<file path="src/rtl/txn_profiler.sv">
// Transaction profiler for an ap_ctrl_hs block: start cycle, latency and sequence number per call, queued in a FWFT FIFO.
// Optional macro TXN_PROFILER_INTERVAL_EN adds start-to-start interval tracking.
module txn_profiler #(
  parameter int CNT_W      = 32,
  parameter int TXN_ID_W   = 16,
  parameter int FIFO_DEPTH = 8
) (
  input  logic                clock,
  input  logic                reset,
  input  logic                ap_start,
  input  logic                ap_done,
  input  logic                ap_continue,
  input  logic                finish,
  output logic                rec_valid,
  input  logic                rec_ready,
  output logic [TXN_ID_W-1:0] rec_txn_id,
  output logic [CNT_W-1:0]    rec_start_cycle,
  output logic [CNT_W-1:0]    rec_latency,
  output logic [CNT_W-1:0]    rec_interval,
  output logic                rec_incomplete,
  output logic                busy,
  output logic                overflow,
  output logic [15:0]         drop_count,
  output logic [1:0]          state_dbg
);

  localparam int AW = $clog2(FIFO_DEPTH);

  typedef enum logic [1:0] {
    S_IDLE    = 2'd0,
    S_RUN     = 2'd1,
    S_STOPPED = 2'd2
  } state_t;

  typedef struct packed {
    logic [TXN_ID_W-1:0] txn_id;
    logic [CNT_W-1:0]    start_cycle;
    logic [CNT_W-1:0]    latency;
`ifdef TXN_PROFILER_INTERVAL_EN
    logic [CNT_W-1:0]    interval;
`endif
    logic                incomplete;
  } rec_t;

  state_t              r_state;
  logic [CNT_W-1:0]    r_cycle;
  logic [CNT_W-1:0]    r_start;
  logic [TXN_ID_W-1:0] r_txn_id;
  logic [AW:0]         r_wr_ptr;
  logic [AW:0]         r_rd_ptr;
  logic                r_overflow;
  logic [15:0]         r_drop_count;
  rec_t                r_mem [FIFO_DEPTH];

  logic w_open;
  logic w_push;
  logic w_full;
  logic w_pop;
  logic w_wr_en;
  logic w_drop;
  rec_t w_rec;
  rec_t w_head;

  // Handshake: a record leaves the FIFO on a rising edge where rec_valid and rec_ready are both high;
  // while rec_valid is high and rec_ready low, the head record and rec_valid hold steady.
  assign w_open = (r_state == S_IDLE) && !finish && ap_start;

`ifdef TXN_PROFILER_INTERVAL_EN
  logic [CNT_W-1:0] r_prev_start;
  logic [CNT_W-1:0] r_interval;
  logic             r_has_prev;
  logic [CNT_W-1:0] w_open_interval;
  logic [CNT_W-1:0] w_interval;

  assign w_open_interval = r_has_prev ? (r_cycle - r_prev_start) : '0;
  assign w_interval      = (r_state == S_IDLE) ? w_open_interval : r_interval;

  always_ff @(posedge clock or posedge reset) begin
    if (reset) begin
      r_prev_start <= '0;
      r_interval   <= '0;
      r_has_prev   <= 1'b0;
    end else if (w_open) begin
      r_prev_start <= r_cycle;
      r_interval   <= w_open_interval;
      r_has_prev   <= 1'b1;
    end
  end

  assign rec_interval = rec_valid ? w_head.interval : '0;
`else
  assign rec_interval = '0;
`endif

  always_comb begin
    w_push        = 1'b0;
    w_rec         = '0;
    w_rec.txn_id  = r_txn_id;
    case (r_state)
      S_IDLE: begin
        if (w_open && ap_done) begin
          w_push            = 1'b1;
          w_rec.start_cycle = r_cycle;
        end
      end
      S_RUN: begin
        if (finish || (ap_done && ap_continue)) begin
          w_push            = 1'b1;
          w_rec.start_cycle = r_start;
          w_rec.latency     = r_cycle - r_start;
          w_rec.incomplete  = finish && !(ap_done && ap_continue);
        end
      end
      default: ;
    endcase
`ifdef TXN_PROFILER_INTERVAL_EN
    w_rec.interval = w_interval;
`endif
  end

  // A full FIFO still accepts a record when the head leaves in the same cycle.
  assign rec_valid = (r_wr_ptr != r_rd_ptr);
  assign w_full    = (r_wr_ptr[AW] != r_rd_ptr[AW]) && (r_wr_ptr[AW-1:0] == r_rd_ptr[AW-1:0]);
  assign w_pop     = rec_valid && rec_ready;
  assign w_wr_en   = w_push && (!w_full || w_pop);
  assign w_drop    = w_push && w_full && !w_pop;
  assign w_head    = r_mem[r_rd_ptr[AW-1:0]];

  always_ff @(posedge clock) begin
    if (w_wr_en) begin
      r_mem[r_wr_ptr[AW-1:0]] <= w_rec;
    end
  end

  always_ff @(posedge clock or posedge reset) begin
    if (reset) begin
      r_state      <= S_IDLE;
      r_cycle      <= '0;
      r_start      <= '0;
      r_txn_id     <= '0;
      r_wr_ptr     <= '0;
      r_rd_ptr     <= '0;
      r_overflow   <= 1'b0;
      r_drop_count <= '0;
    end else begin
      r_cycle <= r_cycle + CNT_W'(1);
      if (w_push) r_txn_id <= r_txn_id + TXN_ID_W'(1);
      if (w_wr_en) r_wr_ptr <= r_wr_ptr + {{AW{1'b0}}, 1'b1};
      if (w_pop) r_rd_ptr <= r_rd_ptr + {{AW{1'b0}}, 1'b1};
      if (w_drop) begin
        r_overflow <= 1'b1;
        if (r_drop_count != 16'hFFFF) r_drop_count <= r_drop_count + 16'd1;
      end
      case (r_state)
        S_IDLE: begin
          if (finish) begin
            r_state <= S_STOPPED;
          end else if (ap_start && !ap_done) begin
            r_state <= S_RUN;
            r_start <= r_cycle;
          end
        end
        S_RUN: begin
          if (finish) r_state <= S_STOPPED;
          else if (ap_done && ap_continue) r_state <= S_IDLE;
        end
        S_STOPPED: r_state <= S_STOPPED;
        default: r_state <= S_IDLE;
      endcase
    end
  end

  assign rec_txn_id      = rec_valid ? w_head.txn_id : '0;
  assign rec_start_cycle = rec_valid ? w_head.start_cycle : '0;
  assign rec_latency     = rec_valid ? w_head.latency : '0;
  assign rec_incomplete  = rec_valid && w_head.incomplete;
  assign busy            = (r_state == S_RUN);
  assign overflow        = r_overflow;
  assign drop_count      = r_drop_count;
  assign state_dbg       = r_state;

endmodule

</file>
<file path="config.mk">
export PLATFORM = sky130hd
export DESIGN_NAME = txn_profiler
export DESIGN_NICKNAME = d
export VERILOG_FILES = /design/src/rtl/txn_profiler.sv
export SDC_FILE = /design/constraint.sdc
export NUM_CORES = 1
export LEC_CHECK = 0
export BUFFER_PORTS_ARGS = -buffer_cell sky130_fd_sc_hd__buf_2
export CORE_AREA = 4 4 245 247
export DETAILED_ROUTE_END_ITERATION = 6
export DIE_AREA = 0 0 249 251
export PLACE_DENSITY = 0.72
export SLEW_MARGIN = 20
export SYNTH_ARGS = -nofsm -noshare
export SYNTH_HDL_FRONTEND = slang
export SYNTH_SLANG_ARGS = --single-unit
export TNS_END_PERCENT = 20
</file>
<file path="constraint.sdc">
create_clock -name clock -period 11.5 [get_ports clock]
set_input_delay 2.3 -clock clock [delete_from_list [all_inputs] [get_ports clock]]
set_output_delay 2.3 -clock clock [all_outputs]
set_load 0.1 [all_outputs]
</file>
Yosys cells after proc, flatten, opt, wreduce, memory -nomap -nowiden
Memory sizes are Yosys's and may differ from the RTL's.
Index checks and enable logic that the tools add are counted.
{"block": "totals", "register_bits": 107, "mem_bits_rw": 648, "input_bits": 7, "output_inout_bits": 134, "word_cells": 64, "memories": 1}
{"block": "op_classes", "add_sub_neg": 6, "eq_ne": 8, "mux": 17, "bitwise_logic": 1, "reduce_logical": 23}
{"name": "r_mem", "depth": 8, "width": 81, "rd": 1, "rd_clocked_by_memory_dff": 0, "write_ports": 1, "line_no": "53", "rtl": "rec_t r_mem [FIFO_DEPTH];"}
{"cell": "$mux 32", "n": 3}
{"cell": "$mux 65", "n": 1}
{"cell": "$pmux 32 s2", "n": 1}
{"cell": "$mux 33", "n": 1}
{"cell": "$add 16x1->16 const B", "n": 2}
{"cell": "$add 32x1->32 const B", "n": 1}
{"cell": "$sub 32x32->32", "n": 1}
{"cell": "$mux 16", "n": 1}
{"cell": "$ne 16x16->1 const B", "n": 1}
{"cell": "$logic_and 1x1->1", "n": 12}
{"cell": "$add 4x1->4 const B", "n": 2}
{"cell": "$mux 2", "n": 4}
{"cell": "$ne 3x2->1 const B", "n": 2}
{"cell": "$pmux 2 s3", "n": 1}
{"cell": "$logic_not 1->1", "n": 5}
{"cell": "$mux 1", "n": 4}
{"cell": "$ne 4x4->1", "n": 1}
{"cell": "$reduce_and 2->1", "n": 2}
{"cell": "$eq 3x3->1", "n": 1}
{"cell": "$reduce_and 3->1", "n": 1}
{"cell": "$eq 2x1->1 const B", "n": 1}
{"cell": "$eq 2x2->1 const B", "n": 1}
{"cell": "$logic_not 2->1", "n": 1}
{"cell": "$logic_or 1x1->1", "n": 2}
{"cell": "3 further kinds", "n": 3}

Depth between registers and ports, before layout
{"block": "logic_depth", "depth_word": 9, "depth_mapped": 11}

Worst setup path before layout
OpenSTA, ideal clock, no wires.
{"block": "synth_path", "path_kind": "input to register", "startpoint": "input ap_continue", "endpoint": "memory r_mem[6][0] in the netlist's numbering, enable pin", "setup_time_ns": 0.637, "arrival_ns": 9.117, "setup_slack_ns": 1.746, "stages": 6, "path_buffers": 0, "cell_sequence": "a21oi_1 nor2b_1 a31oi_1 nor3_1 nand2_1 nor3b_1"}
{"block": "synth_between", "elab_chain_cells": 7}
{"item": "from (decl)", "line_no": "12", "rtl": "input logic ap_continue,"}
{"item": "$logic_and 1x1->1", "line_no": "107", "rtl": "if (finish || (ap_done && ap_continue)) begin"}
{"item": "$logic_or 1x1->1", "line_no": "107"}
{"item": "$mux 1", "line_no": "107"}
{"item": "$pmux 1 s2", "line_no": "99", "rtl": "case (r_state)"}
{"item": "$logic_and 1x1->1", "line_no": "125", "rtl": "assign w_wr_en = w_push && (!w_full || w_pop);"}
{"item": "$mux 1", "line_no": "130", "rtl": "if (w_wr_en) begin"}
{"item": "$mux 1 (implied by the code)", "line_no": "131", "rtl": "r_mem[r_wr_ptr[AW-1:0]] <= w_rec;"}
{"item": "to (decl)", "line_no": "53"}
No other way between the ends.

Worst setup path in the final report
{"block": "layout_path", "startpoint": "register r_rd_ptr[0]", "endpoint": "output rec_latency[7]"}
{"block": "layout_between", "elab_chain_cells": 2, "word_cells_on_any_way": 3, "cone_classes": "1 x eq/ne; 1 x mux; 1 x memory"}
{"item": "from (decl)", "line_no": "50", "rtl": "logic [AW:0] r_rd_ptr;"}
{"item": "from (signal assigned)", "line_no": "149", "rtl": "if (w_pop) r_rd_ptr <= r_rd_ptr + {{AW{1'b0}}, 1'b1};"}
{"item": "$mem_v2 8x81 or $ne 4x4->1 (tied branches)"}
{"item": "$mux 32 (*)", "line_no": "175", "rtl": "assign rec_latency = rec_valid ? w_head.latency : '0;"}
{"item": "to (decl)", "line_no": "18", "rtl": "output logic [CNT_W-1:0] rec_latency,"}
Every way passes the cells marked *; elsewhere a longest branch is shown, timed or not.

==> metrics <==
number of antenna violations at the first check in global routing 0; number of sinks driven by the clock tree 755; total of buffers placed on input and output ports 108; Total Routed Length 64,700 um; Congestion Overflow GR 0; proportion of power drawn by the clock network 0.339; critical path fanouts, max 51; count of filler cells inserted in the layout 4,163; Non-Filler Instances 2,802; Crit Path Class flip-flop to output pin; hold slack 0.488 ns; all-layer global routing usage 0.209; CTS Root Cell clkbuf_16; required time of the worst setup path 9.20 ns; Distinct cells, synth 66; Post-CTS Hold Buffers 0; final setup vio count 0; netlist area before placement 0.0314 mm^2; setup_tns 0 ns; CTS HTree Levels 3; source-to-sink clock delay at the later pin of the worst-skew pair 0.63 ns; final core occ 0.612; number of DRC violations after detailed-routing iteration 0 1,293; Post-Syn Instances 1,844; run status finished clean; die extent in x 249 um; standby leakage power 0.0139 uW; number of enable-type register cells in the synthesized netlist 648; post-synth top area cell edfxtp_1; largest net degree at the start of global routing 72; Switching Share 0.323; number of nets at the end of the flow 2,023; Tmin final 6.76 ns; combinational group share of total power 0.232; overall power 7230 uW; hpwl dp 37,900 um; unrepaired setup endpoints after global routing false; CTS Buffer Depth 3; die span in y 251 um; leading register cell type out of synthesis edfxtp_1; die area 0.0625 mm^2; sequential fraction of design power 0.428; Routed Antenna Nets 0; DRC violations left 0; vias in the first global route 17,000; most numerous cell in the Yosys netlist edfxtp_1; most common library cells after synthesis edfxtp_1, mux4_2, nor2_1; total power density per cell area 205 mW/mm^2; Internal 4890 uW; Critical Path Source Type flip-flop; class of the worst hold path flip-flop to flip-flop; final weighted congestion in routability-driven placement 0.862; Core Footprint 0.0576 mm^2; Reg clk slew, reported paths 0.06 ns; data arrival time of the worst path 4.46 ns; total of flip-flops plus latches after synthesis 755; vias per std cell 5.87; Tightest Pin Transition 1.13 ns; Initial Util 0.546; count of placed standard cells including taps 2,665; number of cell rows 88; count of endpoints failing hold in the final timing report 0; cell types with the largest area share after synthesis edfxtp_1, mux4_2, dfrtp_1; Syn Area/Cell 17.1 um^2; maximum capacitance violations 0; WL per Instance 23.1 um; number of ports placed on the die boundary 141; category of the worst setup path capture point output pin; total net switching power 2330 uW; clock tree from TritonCTS yes; worst clock skew on the final layout 0.0207 ns; layout cells sized above 1 0.222; share of synthesized registers carrying an async set or reset 0.142; wire length of the first global-routing pass 101,000 um; final antenna diode count 0; router iterations before antenna repair 5; number of buffers created by CTS 76; final worst path period share 0.588; register area share after synthesis 0.704; Yosys warning total 0; final slew viol count 0; cells resized by post-CTS repair 0; via count 16,400; area share of the largest cell type after synthesis 0.619; Layout area overhead 12.1%; Rel. slew slack 0.246; maximum resistive drop on vdd 0.183 mV; peak clock frequency supported by timing 148 MHz; setup repair bufs after CTS 0
critical path, cell delays in order, from the launching register on:
cell and delay, ns:
dfrtp_4 1.02, buf_4 0.90, buf_4 0.63, mux4_2 0.59
mux2i_1 0.16, nor2_1 0.09, buf_2 0.34
cell type report:
| type | instances | area, um^2 | share of cell area |
|---|---|---|---|
| Tap cell | 765 | 957 | 0.0272 |
| Clock inverter | 36 | 409 | 0.0116 |
| Inverter | 54 | 205 | 0.00582 |
| Timing Repair Buffer | 141 | 788 | 0.0224 |
| Sequential cell | 755 | 22100 | 0.628 |
| Multi-Input combinational cell | 950 | 8690 | 0.246 |
| Clock buffer | 101 | 2060 | 0.0583 |
power groups by stage:
stage	logic [uW]	clock network, uW	registers, uW
floorplan	1530	0	3020
detailed placement	1710	0	3160
global placement	1700	0	3160
global route	1780	2620	3110
finish	1680	2450	3100
CTS	1710	2500	3100
sequential cells by signal, indices dropped and copies added (netlist names):
register	flops
r_mem	648
r_cycle	32
r_start	32
drop_count	16
r_txn_id	16
r_rd_ptr	4
r_wr_ptr	4
state_dbg	2
overflow	1
per-stage QoR:
step                setup slack (ns)  instance area [um^2]
finish                          4.74                 35300
floorplan                       1.75                 31600
detailed placement              5.24                 32800
global placement                5.21                 32800
global route                    4.27                 35300
CTS                             4.54                 35300
cell families after synthesis:
family	Yosys count	synth area share
AO/OA/AOI/OAI	160	0.0314
XOR/XNOR	92	0.0256
adder cells (fa/ha/maj)	38	0.0154
buffers and inverters	170	0.0256
flip-flops	755	0.704
multiplexers	251	0.145
other	1	0.000119
AND/OR/NAND/NOR	377	0.0535
path summary, 6_finish.rpt:
path                       cells after the start  slack [ns]        start              to
max                                            6        4.74  r_rd_ptr[0]  rec_latency[7]
min                                            1        0.49  r_rd_ptr[3]     r_rd_ptr[3]
min in group asynchronous                      2        1.76        reset  drop_count[14]
min reg2reg                                    1        0.49  r_rd_ptr[3]     r_rd_ptr[3]
max reg2reg                                    8        6.82  r_rd_ptr[0]    r_mem[7][13]
max in group asynchronous                      3        8.45        reset     r_start[18]
metal layers:
metal  wire [um]  track usage  vias to the layer above
met2       33200        0.356                      456
met1       27000        0.288                     8625
met4        1150       0.0548                        0
met3        3360       0.0315                       79
li1            -            -                     7285
met5           0            0                        -
placed cells by master, fill, tap and decap left out, types with 5 or more instances in the layout:
master	netlist	layout
mux4_2	162	162
clkinv_1	0	9
nand2_1	113	113
edfxtp_1	648	648
inv_1	54	53
mux2i_1	83	83
nand3_1	27	27
clkbuf_1	51	20
xor2_1	34	34
dfrtp_1	107	104
mux2_2	6	6
nor2b_1	7	6
clkbuf_16	0	77
buf_2	17	108
a21oi_1	33	33
buf_4	32	33
bufinv_16	0	8
clkinv_2	0	11
o21ai_0	72	68
a31oi_1	9	9
ha_1	37	37
nand4_1	18	18
conb_1	1	32
and3_1	16	16
a21o_1	15	15
o21bai_1	5	5
xnor2_1	58	58
nor2_1	151	149
nor3b_2	0	5
nor3_1	17	14
Power figures use the tool's default switching activity.
